### src/rtl/mmss_disp_pkg.sv
// ----------------------------------------------------------------------------
// mmss_disp_pkg
// Shared definitions for the mm:ss seven-segment scanner:
//   - active-low segment codes {g,f,e,d,c,b,a} for digits 0..9, dash and off
//   - all-anodes-off pattern for the 4-digit common-anode display
//   - the digit slot index type and the slot-to-digit mapping
// ----------------------------------------------------------------------------
package mmss_disp_pkg;

  typedef logic [1:0] digit_idx_t;

  // Scan order runs right to left: an[0] shows seconds ones.
  localparam digit_idx_t SLOT_S2 = 2'd0;
  localparam digit_idx_t SLOT_S1 = 2'd1;
  localparam digit_idx_t SLOT_M2 = 2'd2;
  localparam digit_idx_t SLOT_M1 = 2'd3;

  localparam logic [6:0] SEG_0    = 7'b1000000;
  localparam logic [6:0] SEG_1    = 7'b1111001;
  localparam logic [6:0] SEG_2    = 7'b0100100;
  localparam logic [6:0] SEG_3    = 7'b0110000;
  localparam logic [6:0] SEG_4    = 7'b0011001;
  localparam logic [6:0] SEG_5    = 7'b0010010;
  localparam logic [6:0] SEG_6    = 7'b0000010;
  localparam logic [6:0] SEG_7    = 7'b1111000;
  localparam logic [6:0] SEG_8    = 7'b0000000;
  localparam logic [6:0] SEG_9    = 7'b0010000;
  localparam logic [6:0] SEG_DASH = 7'b0111111;
  localparam logic [6:0] SEG_OFF  = 7'b1111111;

  localparam logic [3:0] ANODES_OFF = 4'b1111;

  // Active-low one-hot anode pattern for a slot.
  function automatic logic [3:0] anode_select_n(input digit_idx_t idx);
    return ~(4'b0001 << idx);
  endfunction

endpackage

### src/rtl/bcd_to_seg7.sv
// ----------------------------------------------------------------------------
// bcd_to_seg7
// Combinational BCD to active-low seven-segment decoder. Non-BCD codes
// (10..15) show a dash so a corrupted digit is visible rather than silent.
// Ports:
//   bcd_i  [3:0]  BCD digit
//   seg_o  [6:0]  segments {g,f,e,d,c,b,a}, active-low
// ----------------------------------------------------------------------------
module bcd_to_seg7
  import mmss_disp_pkg::*;
(
  input  logic [3:0] bcd_i,
  output logic [6:0] seg_o
);

  // Digit lookup; anything outside 0..9 falls through to the dash.
  always_comb begin
    seg_o = SEG_DASH;
    case (bcd_i)
      4'd0:    seg_o = SEG_0;
      4'd1:    seg_o = SEG_1;
      4'd2:    seg_o = SEG_2;
      4'd3:    seg_o = SEG_3;
      4'd4:    seg_o = SEG_4;
      4'd5:    seg_o = SEG_5;
      4'd6:    seg_o = SEG_6;
      4'd7:    seg_o = SEG_7;
      4'd8:    seg_o = SEG_8;
      4'd9:    seg_o = SEG_9;
      default: seg_o = SEG_DASH;
    endcase
  end

endmodule

### src/rtl/mmss_display_scanner.sv
// ----------------------------------------------------------------------------
// mmss_display_scanner
// Time-multiplexes the mm:ss BCD digits onto a 4-digit common-anode
// seven-segment display. The four digits are snapshotted once per scan frame
// (at the last slot's tick) so a frame never mixes two time values. Each
// slot starts with BLANK_CYCLES of all-anodes-off to suppress ghosting, and
// the colon (dp of the m2 digit) blinks every BLINK_FRAMES frames.
// Ports:
//   clk    system clock
//   reset  synchronous, active-high reset
//   m1 [2:0], m2 [3:0], s1 [2:0], s2 [3:0]   BCD time digits
//   an  [3:0]  digit anodes, active-low, an[0] rightmost (registered)
//   seg [6:0]  segments {g,f,e,d,c,b,a}, active-low (registered)
//   dp         decimal point, active-low (registered)
// ----------------------------------------------------------------------------
module mmss_display_scanner
  import mmss_disp_pkg::*;
#(
  parameter int REFRESH_DIV  = 100000,
  parameter int BLANK_CYCLES = 16,
  parameter int BLINK_FRAMES = 125,
  parameter int LZ_BLANK     = 0
) (
  input  logic       clk,
  input  logic       reset,
  input  logic [2:0] m1,
  input  logic [3:0] m2,
  input  logic [2:0] s1,
  input  logic [3:0] s2,
  output logic [3:0] an,
  output logic [6:0] seg,
  output logic       dp
);

  localparam int PRE_W = $clog2(REFRESH_DIV);
  localparam int FR_W  = (BLINK_FRAMES > 1) ? $clog2(BLINK_FRAMES) : 1;

  localparam logic [PRE_W-1:0] PRE_LAST  = PRE_W'(REFRESH_DIV - 1);
  localparam logic [PRE_W-1:0] PRE_BLANK = PRE_W'(BLANK_CYCLES);
  localparam logic [FR_W-1:0]  FR_LAST   = FR_W'(BLINK_FRAMES - 1);

  logic [PRE_W-1:0] pre_cnt_q,   pre_cnt_d;
  digit_idx_t       idx_q,       idx_d;
  logic [FR_W-1:0]  frame_cnt_q, frame_cnt_d;
  logic             blink_q,     blink_d;
  logic [2:0]       snap_m1_q,   snap_m1_d;
  logic [3:0]       snap_m2_q,   snap_m2_d;
  logic [2:0]       snap_s1_q,   snap_s1_d;
  logic [3:0]       snap_s2_q,   snap_s2_d;
  logic [3:0]       an_q,        an_d;
  logic [6:0]       seg_q,       seg_d;
  logic             dp_q,        dp_d;

  logic             tick_s;
  logic             frame_end_s;
  logic [3:0]       digit_s;
  logic [6:0]       digit_seg_s;

  assign tick_s      = (pre_cnt_q == PRE_LAST);
  // Last slot of a frame is ending: the only point where new digits are
  // admitted, so every frame shows one coherent time value.
  assign frame_end_s = tick_s && (idx_q == SLOT_M1);

  // Prescaler, slot index, snapshot and blink next-state.
  always_comb begin
    pre_cnt_d   = pre_cnt_q + PRE_W'(1);
    idx_d       = idx_q;
    frame_cnt_d = frame_cnt_q;
    blink_d     = blink_q;
    snap_m1_d   = snap_m1_q;
    snap_m2_d   = snap_m2_q;
    snap_s1_d   = snap_s1_q;
    snap_s2_d   = snap_s2_q;
    if (tick_s) begin
      pre_cnt_d = {PRE_W{1'b0}};
      idx_d     = idx_q + 2'd1;
    end else begin
      pre_cnt_d = pre_cnt_q + PRE_W'(1);
    end
    if (frame_end_s) begin
      snap_m1_d = m1;
      snap_m2_d = m2;
      snap_s1_d = s1;
      snap_s2_d = s2;
      if (frame_cnt_q == FR_LAST) begin
        frame_cnt_d = {FR_W{1'b0}};
        blink_d     = ~blink_q;
      end else begin
        frame_cnt_d = frame_cnt_q + FR_W'(1);
      end
    end else begin
      frame_cnt_d = frame_cnt_q;
    end
  end

  // Pick the snapshotted digit for the current slot; 3-bit tens zero-extend.
  always_comb begin
    digit_s = snap_s2_q;
    case (idx_q)
      SLOT_S2: digit_s = snap_s2_q;
      SLOT_S1: digit_s = {1'b0, snap_s1_q};
      SLOT_M2: digit_s = snap_m2_q;
      SLOT_M1: digit_s = {1'b0, snap_m1_q};
      default: digit_s = snap_s2_q;
    endcase
  end

  bcd_to_seg7 u_dec (
    .bcd_i (digit_s),
    .seg_o (digit_seg_s)
  );

  // Next output pattern from the current scan position (one-cycle latency).
  always_comb begin
    an_d  = ANODES_OFF;
    seg_d = SEG_OFF;
    dp_d  = 1'b1;
    if (pre_cnt_q < PRE_BLANK) begin
      an_d  = ANODES_OFF;
      seg_d = SEG_OFF;
      dp_d  = 1'b1;
    end else begin
      an_d  = anode_select_n(idx_q);
      seg_d = digit_seg_s;
      dp_d  = ~((idx_q == SLOT_M2) && blink_q);
      // Optional leading-zero suppression keeps the minutes-tens anode dark.
      if ((LZ_BLANK != 0) && (idx_q == SLOT_M1) && (snap_m1_q == 3'd0)) begin
        an_d = ANODES_OFF;
      end else begin
        an_d = anode_select_n(idx_q);
      end
    end
  end

  // State and output registers with synchronous reset.
  always_ff @(posedge clk) begin
    if (reset) begin
      pre_cnt_q   <= {PRE_W{1'b0}};
      idx_q       <= SLOT_S2;
      frame_cnt_q <= {FR_W{1'b0}};
      blink_q     <= 1'b0;
      snap_m1_q   <= 3'd0;
      snap_m2_q   <= 4'd0;
      snap_s1_q   <= 3'd0;
      snap_s2_q   <= 4'd0;
      an_q        <= ANODES_OFF;
      seg_q       <= SEG_OFF;
      dp_q        <= 1'b1;
    end else begin
      pre_cnt_q   <= pre_cnt_d;
      idx_q       <= idx_d;
      frame_cnt_q <= frame_cnt_d;
      blink_q     <= blink_d;
      snap_m1_q   <= snap_m1_d;
      snap_m2_q   <= snap_m2_d;
      snap_s1_q   <= snap_s1_d;
      snap_s2_q   <= snap_s2_d;
      an_q        <= an_d;
      seg_q       <= seg_d;
      dp_q        <= dp_d;
    end
  end

  assign an  = an_q;
  assign seg = seg_q;
  assign dp  = dp_q;

endmodule

### config.mk
export PLATFORM = sky130hd
export DESIGN_NAME = mmss_display_scanner
export DESIGN_NICKNAME = d
export VERILOG_FILES = /design/src/rtl/mmss_disp_pkg.sv /design/src/rtl/bcd_to_seg7.sv /design/src/rtl/mmss_display_scanner.sv
export SDC_FILE = /design/constraint.sdc
export NUM_CORES = 1
export LEC_CHECK = 0
export CAP_MARGIN = 0
export CORE_ASPECT_RATIO = 1.5
export CORE_MARGIN = 10
export CORE_UTILIZATION = 55
export CTS_CLUSTER_SIZE = 40
export DETAILED_ROUTE_END_ITERATION = 10
export GPL_TIMING_DRIVEN = 0
export PLACE_DENSITY = 0.78
export SLEW_MARGIN = 5
export SYNTH_ARGS = -nofsm -noshare
export SYNTH_HDL_FRONTEND = slang
export SYNTH_HIERARCHICAL = 1
export SYNTH_SLANG_ARGS = --single-unit
### constraint.sdc
create_clock -name clk -period 3.8 [get_ports clk]
set_input_delay 0.38 -clock clk [delete_from_list [all_inputs] [get_ports clk]]
set_output_delay 0.38 -clock clk [all_outputs]
set_load 0.02 [all_outputs]
# Word-level counts from Yosys, hierarchy flattened
# Memories as Yosys holds them, arrays and structs flattened. A register that Yosys moved wholly into a read port is not among the register bits.
# Cells that the tools add are included.
# totals
reg_bits	46
romBits	112
in_bits	16
output_inout_bits	12
elab_cells	32
n_memories	1
# memory_table
name	words	width	rd	rd_clocked_by_memory_dff	write_ports	line_no	source
(no name shown)	16	7	1	1	0	bcd_to_seg7.sv:19	case (bcd_i)
# op_classes
n_addsub	3
n_lt_le_gt_ge	1
n_eq_ne	5
n_shift	1
muxes	2
bitwise_logic	3
n_reduce_logical	6
# ops
operator	count
17-bit by 1-bit adder with 17-bit output, second input constant	1
17-bit == test, second input constant	1
17-bit by 5-bit less-than comparator with 1-bit output, second input constant	1
4-bit case mux with 4 select lines	1
7-bit by 1-bit adder with 7-bit output, second input constant	1
7-bit == test, second input constant	1
7-bit two-way mux	1
2-bit == test, second input constant	2
4-bit inverter	1
2-bit OR reduction	2
1-bit by 2-bit left shift with 4-bit output, first input constant	1
2-bit by 1-bit adder with 2-bit output, second input constant	1
2-bit by 1-bit == test with 1-bit output, second input constant	1
1-bit logical AND	2
2-bit zero test	1
1-bit inverter	2
2-bit AND reduction	1

# Longest topological paths before layout
# logic_depth
ltp_word	3
mapped_depth	9
mapped_depth_nobuf	9

# Cells and area by module
# The synthesis kept the hierarchy.
# modules_own_cells
module	instances	cells_each	area_per_inst_um2	seq_area_each_um2
mmss_display_scanner	1	267	2299.7	1061.0
bcd_to_seg7	1	31	240.2	0.0

# Worst setup path before layout
# Ideal clock, no wire load.
# synth_timing
path_type	register to register
start	reg idx_q[0]
end	reg seg_q[4] (netlist: seg[4])
setup_time_ps	62
arrival_ps	2084
t_required_ps	3738
setup_slack_ps	1654
stages_incl_launch_ff	10
n_path_buf	1
period_less_slack_ps	2146
cell_sequence	dfxtp_1 > inv_1 > ha_1 > clkbuf_1 > mux2i_1 > inv_1 > ha_1 > or2b_1 > a31oi_1 > nand2b_1
# synth_between
elab_chain_len	2
word_cells_on_any_way	5
classes_between	eq/ne (3); mux (1); reduce/logical (1)
# synth_rtl
element	line_no	source
start, declared	mmss_display_scanner.sv:43	digit_idx_t idx_q, idx_d;
start signal, assigned	mmss_display_scanner.sv:151	idx_q <= idx_d;
2-bit == test, or another cell as far along	mmss_display_scanner.sv:99	case (idx_q)
4-bit case mux with 4 select lines *	mmss_display_scanner.sv:99	
named net digit_s[1]	mmss_display_scanner.sv:56	logic [3:0] digit_s;
end, declared	mmss_display_scanner.sv:51	logic [6:0] seg_q, seg_d;
# Mark *: on every way through the listed nets, which the timed path passes. The rest lies on a longest branch.
# A chain may end at the register's enable or synchronous reset.

# Worst setup path in the final report
# layout_timing
start	reg idx_q[0]
end	reg seg_q[3] (netlist: seg[3])
# The elaborated chain is that of the path after synthesis.

==> impl_metrics.csv <==
group,metric,value,unit
sta,final.min_clock_period,2.455,ns
finish,nets,360,
route,antenna_left,0,
clock_tree,cts_repair_resize_count,0,
global_route,grt_usage,15.42,%
floorplanning,die-area,0.007792,sq mm
route,viasPerCell,5.805,
flow_run,maxCapViolations,0,
sta,fin_skew,0.01601,ns
route,drt_first_pass_iters,4,
floorplanning,die_w,75.49,microns
sta,grt_setup_unrepaired,"no",
sta,whs,0.4323,ns
synth,synth_warnings,6,
power,peakVddDrop,251.4,uV
critical_path,cp.arrival,2.65,ns
finish,fillers,392,
global_route,grt_first_pass_wirelength,9604,microns
route,wl,5621,microns
finish,final-instance-count-excl-fill,380,
placed_design,hpwl,4247,microns
route,wl_per_cell,14.79,microns
global_route,antenna_found_initial,0,
synth,synth_fp_nets,327,
critical_path,worstSetupEndpointType,"register",
critical_path,reg2reg_setup_slack,1.34,ns
placed_design,gp_congestion,0.8767,
min_path,hp-class,"register to register",
route,drt-initial-drc-count,138,
finish,finalInstanceArea,0.002954,sq mm
floorplanning,dieHeight,103.2,microns
synth,synth_edf_count,0,
synth,synth_top_area_share,41.77,%
placed_design,place_area,0.002860,sq mm
sta,slew_headroom,39.45,%
global_route,grt.busiest_layer,"met2",
sta,fin_tns_setup,0,ns
sta,fmax,407.3,MHz
sta,tightest_slew,0.9007,ns
global_route,grt_pass1_vias,2145,
clock_tree,clkSinkCount,53,
power,total_power,0.9169,mW
synth,syn_area,0.002540,sq mm
sta,finalHoldViolations,0,
synth,ys_seq_area_share,41.77,%
floorplanning,pin_count,28,
sta,setup_violations,0,
sta,period_share,64.61,%
global_route,grt_max_degree,19,
clock_tree,ctsHoldBuffers,0,
synth,synth.area.top_cells,"dfxtp_1, ha_1, nand3_1",
critical_path,crit_type,"register to register",
global_route,met2_usage,28.56,%
global_route,grtUsageMet3,3.629,%
synth,syn_inst,298,
status,status,"finished clean",
synth,async_flop_share,0,%
clock_tree,clk_latency,0.31,ns
finish,syn2layout_area_growth,16.31,%
route,vias,2206,
floorplanning,initial_utilization,56.39,%
clock_tree,h-tree-depth,2,
synth,avgSynthCellArea,8.523,sq um
clock_tree,clk_path_buf_depth,2,
route,drc_errors,0,
synth,post-synth-top-area-cell,"dfxtp_1",
finish,drive_above_1_share,6.627,%
critical_path,path_max_fanout,7,
clock_tree,clk_pin_slew,0.09,ns
power,power_density,310.4,mW/mm^2
global_route,grt_use_met1,15.92,%
critical_path,required,3.99,ns
critical_path,start_kind,"register",
global_route,grt_overflow,0,
clock_tree,cts_root_buf,"clkbuf_8",
power,p_leak,1.009,nW
clock_tree,cts_setup_buffers,0,
placed_design,placed_cells,372,
placed_design,io_buffers,26,
floorplanning,num_rows,30,
sta,final-max-slew-violation-count,0,
finish,antenna_cells,0,
synth,synth-main-ff-cell,"dfxtp_1",
clock_tree,cts_tree,"built",
floorplanning,fp.coreArea,0.004504,sq mm
synth,yosysUniqueCellTypes,47,
clock_tree,cts_made_buffers,5,
synth,synth.ff_latch_count,53,
worst paths after layout:
check                end     start  cells past startpoint
hold reg to reg       dp   blink_q                      1
hold / removal        dp   blink_q                      1
setup reg to reg  seg[3]  idx_q[0]                      9
setup / recovery  seg[3]  idx_q[0]                      9
area by class of cell:
class	count	area, sq um	share of cell area [%]
Inverter	20	75.07	2.541
Clock inverter	3	25.02	0.8471
Clock buffer	5	68.82	2.330
Multi-Input combinational cell	209	1319	44.64
Tap cell	48	60.06	2.033
Sequential cell	53	1061	35.92
Timing Repair Buffer	26	260.3	8.810
Buffer	16	85.08	2.880
synth_stat cells, types with 9 or more instances:
| cell | count |
|---|---|
| nand2_1 | 16 |
| a21oi_1 | 23 |
| o21ai_0 | 19 |
| ha_1 | 13 |
| nand3_1 | 27 |
| inv_1 | 20 |
| clkbuf_1 | 11 |
| xnor2_1 | 10 |
| dfxtp_1 | 53 |
| nor2_1 | 23 |
| nand2b_1 | 9 |
worst max-delay path, stage by stage (launching register included):
cell,delay (ns)
dfxtp_1,0.35
inv_1,0.12
ha_1,0.16
clkbuf_1,0.27
mux2i_1,0.61
inv_1,0.18
ha_1,0.23
mux2i_1,0.19
a22oi_1,0.09
nand2b_1,0.15
cell usage in the layout, fill, tap and decap left out, drive strengths merged, types with 5 or more instances in the layout:
master	count
nor4	5
clkdlybuf4s50	26
nor3	6
nand3	27
nand4	6
nand2b	9
dfxtp	53
nor2	23
a21oi	23
or3	6
clkbuf	16
nand2	16
buf	5
o21ai	24
ha	13
inv	21
xnor2	10
registers in the layout, summed over array words and instances, names as in the netlist:
register     cells
blink_q          1
snap_m1_q        3
seg              7
snap_m2_q        4
snap_s2_q        4
pre_cnt_q       17
idx_q            2
snap_s1_q        3
dp               1
frame_cnt_q      7
an               4
cell families after synthesis:
group | count (synthesis) | share of synthesized area (%)
DFF | 53 | 41.77
adders and majority gates | 13 | 6.404
AOI/OAI and AO/OA | 68 | 16.21
buffers and inverters | 36 | 6.305
muxes | 4 | 1.576
xor gates and xnor gates | 12 | 4.138
and+or+nand+nor | 112 | 23.60
through the flow:
stage | utilization, % | worst slack, ns
floorplan | - | 1.654
global placement | 63.50 | 1.357
detailed placement | 63.50 | 1.333
CTS | 65.58 | 1.307
global route | 65.58 | 1.091
finish | 65.58 | 1.345
report_power, final:
group / internal [mW] / total [mW] / switching (mW) / leakage [nW]
clock: 0.133 / 0.326 / 0.193 / 0.0447
sequential: 0.558 / 0.560 / 0.00262 / 0.428
combinational: 0.0170 / 0.0307 / 0.0138 / 0.536
per-layer routing:
layer | vias up | wire length [microns]
met5 | - | 0
met4 | 0 | 83
met3 | 7 | 228
met2 | 33 | 3037
met1 | 1051 | 2273
li1 | 1115 | -
(Power assumes the default switching activity.)
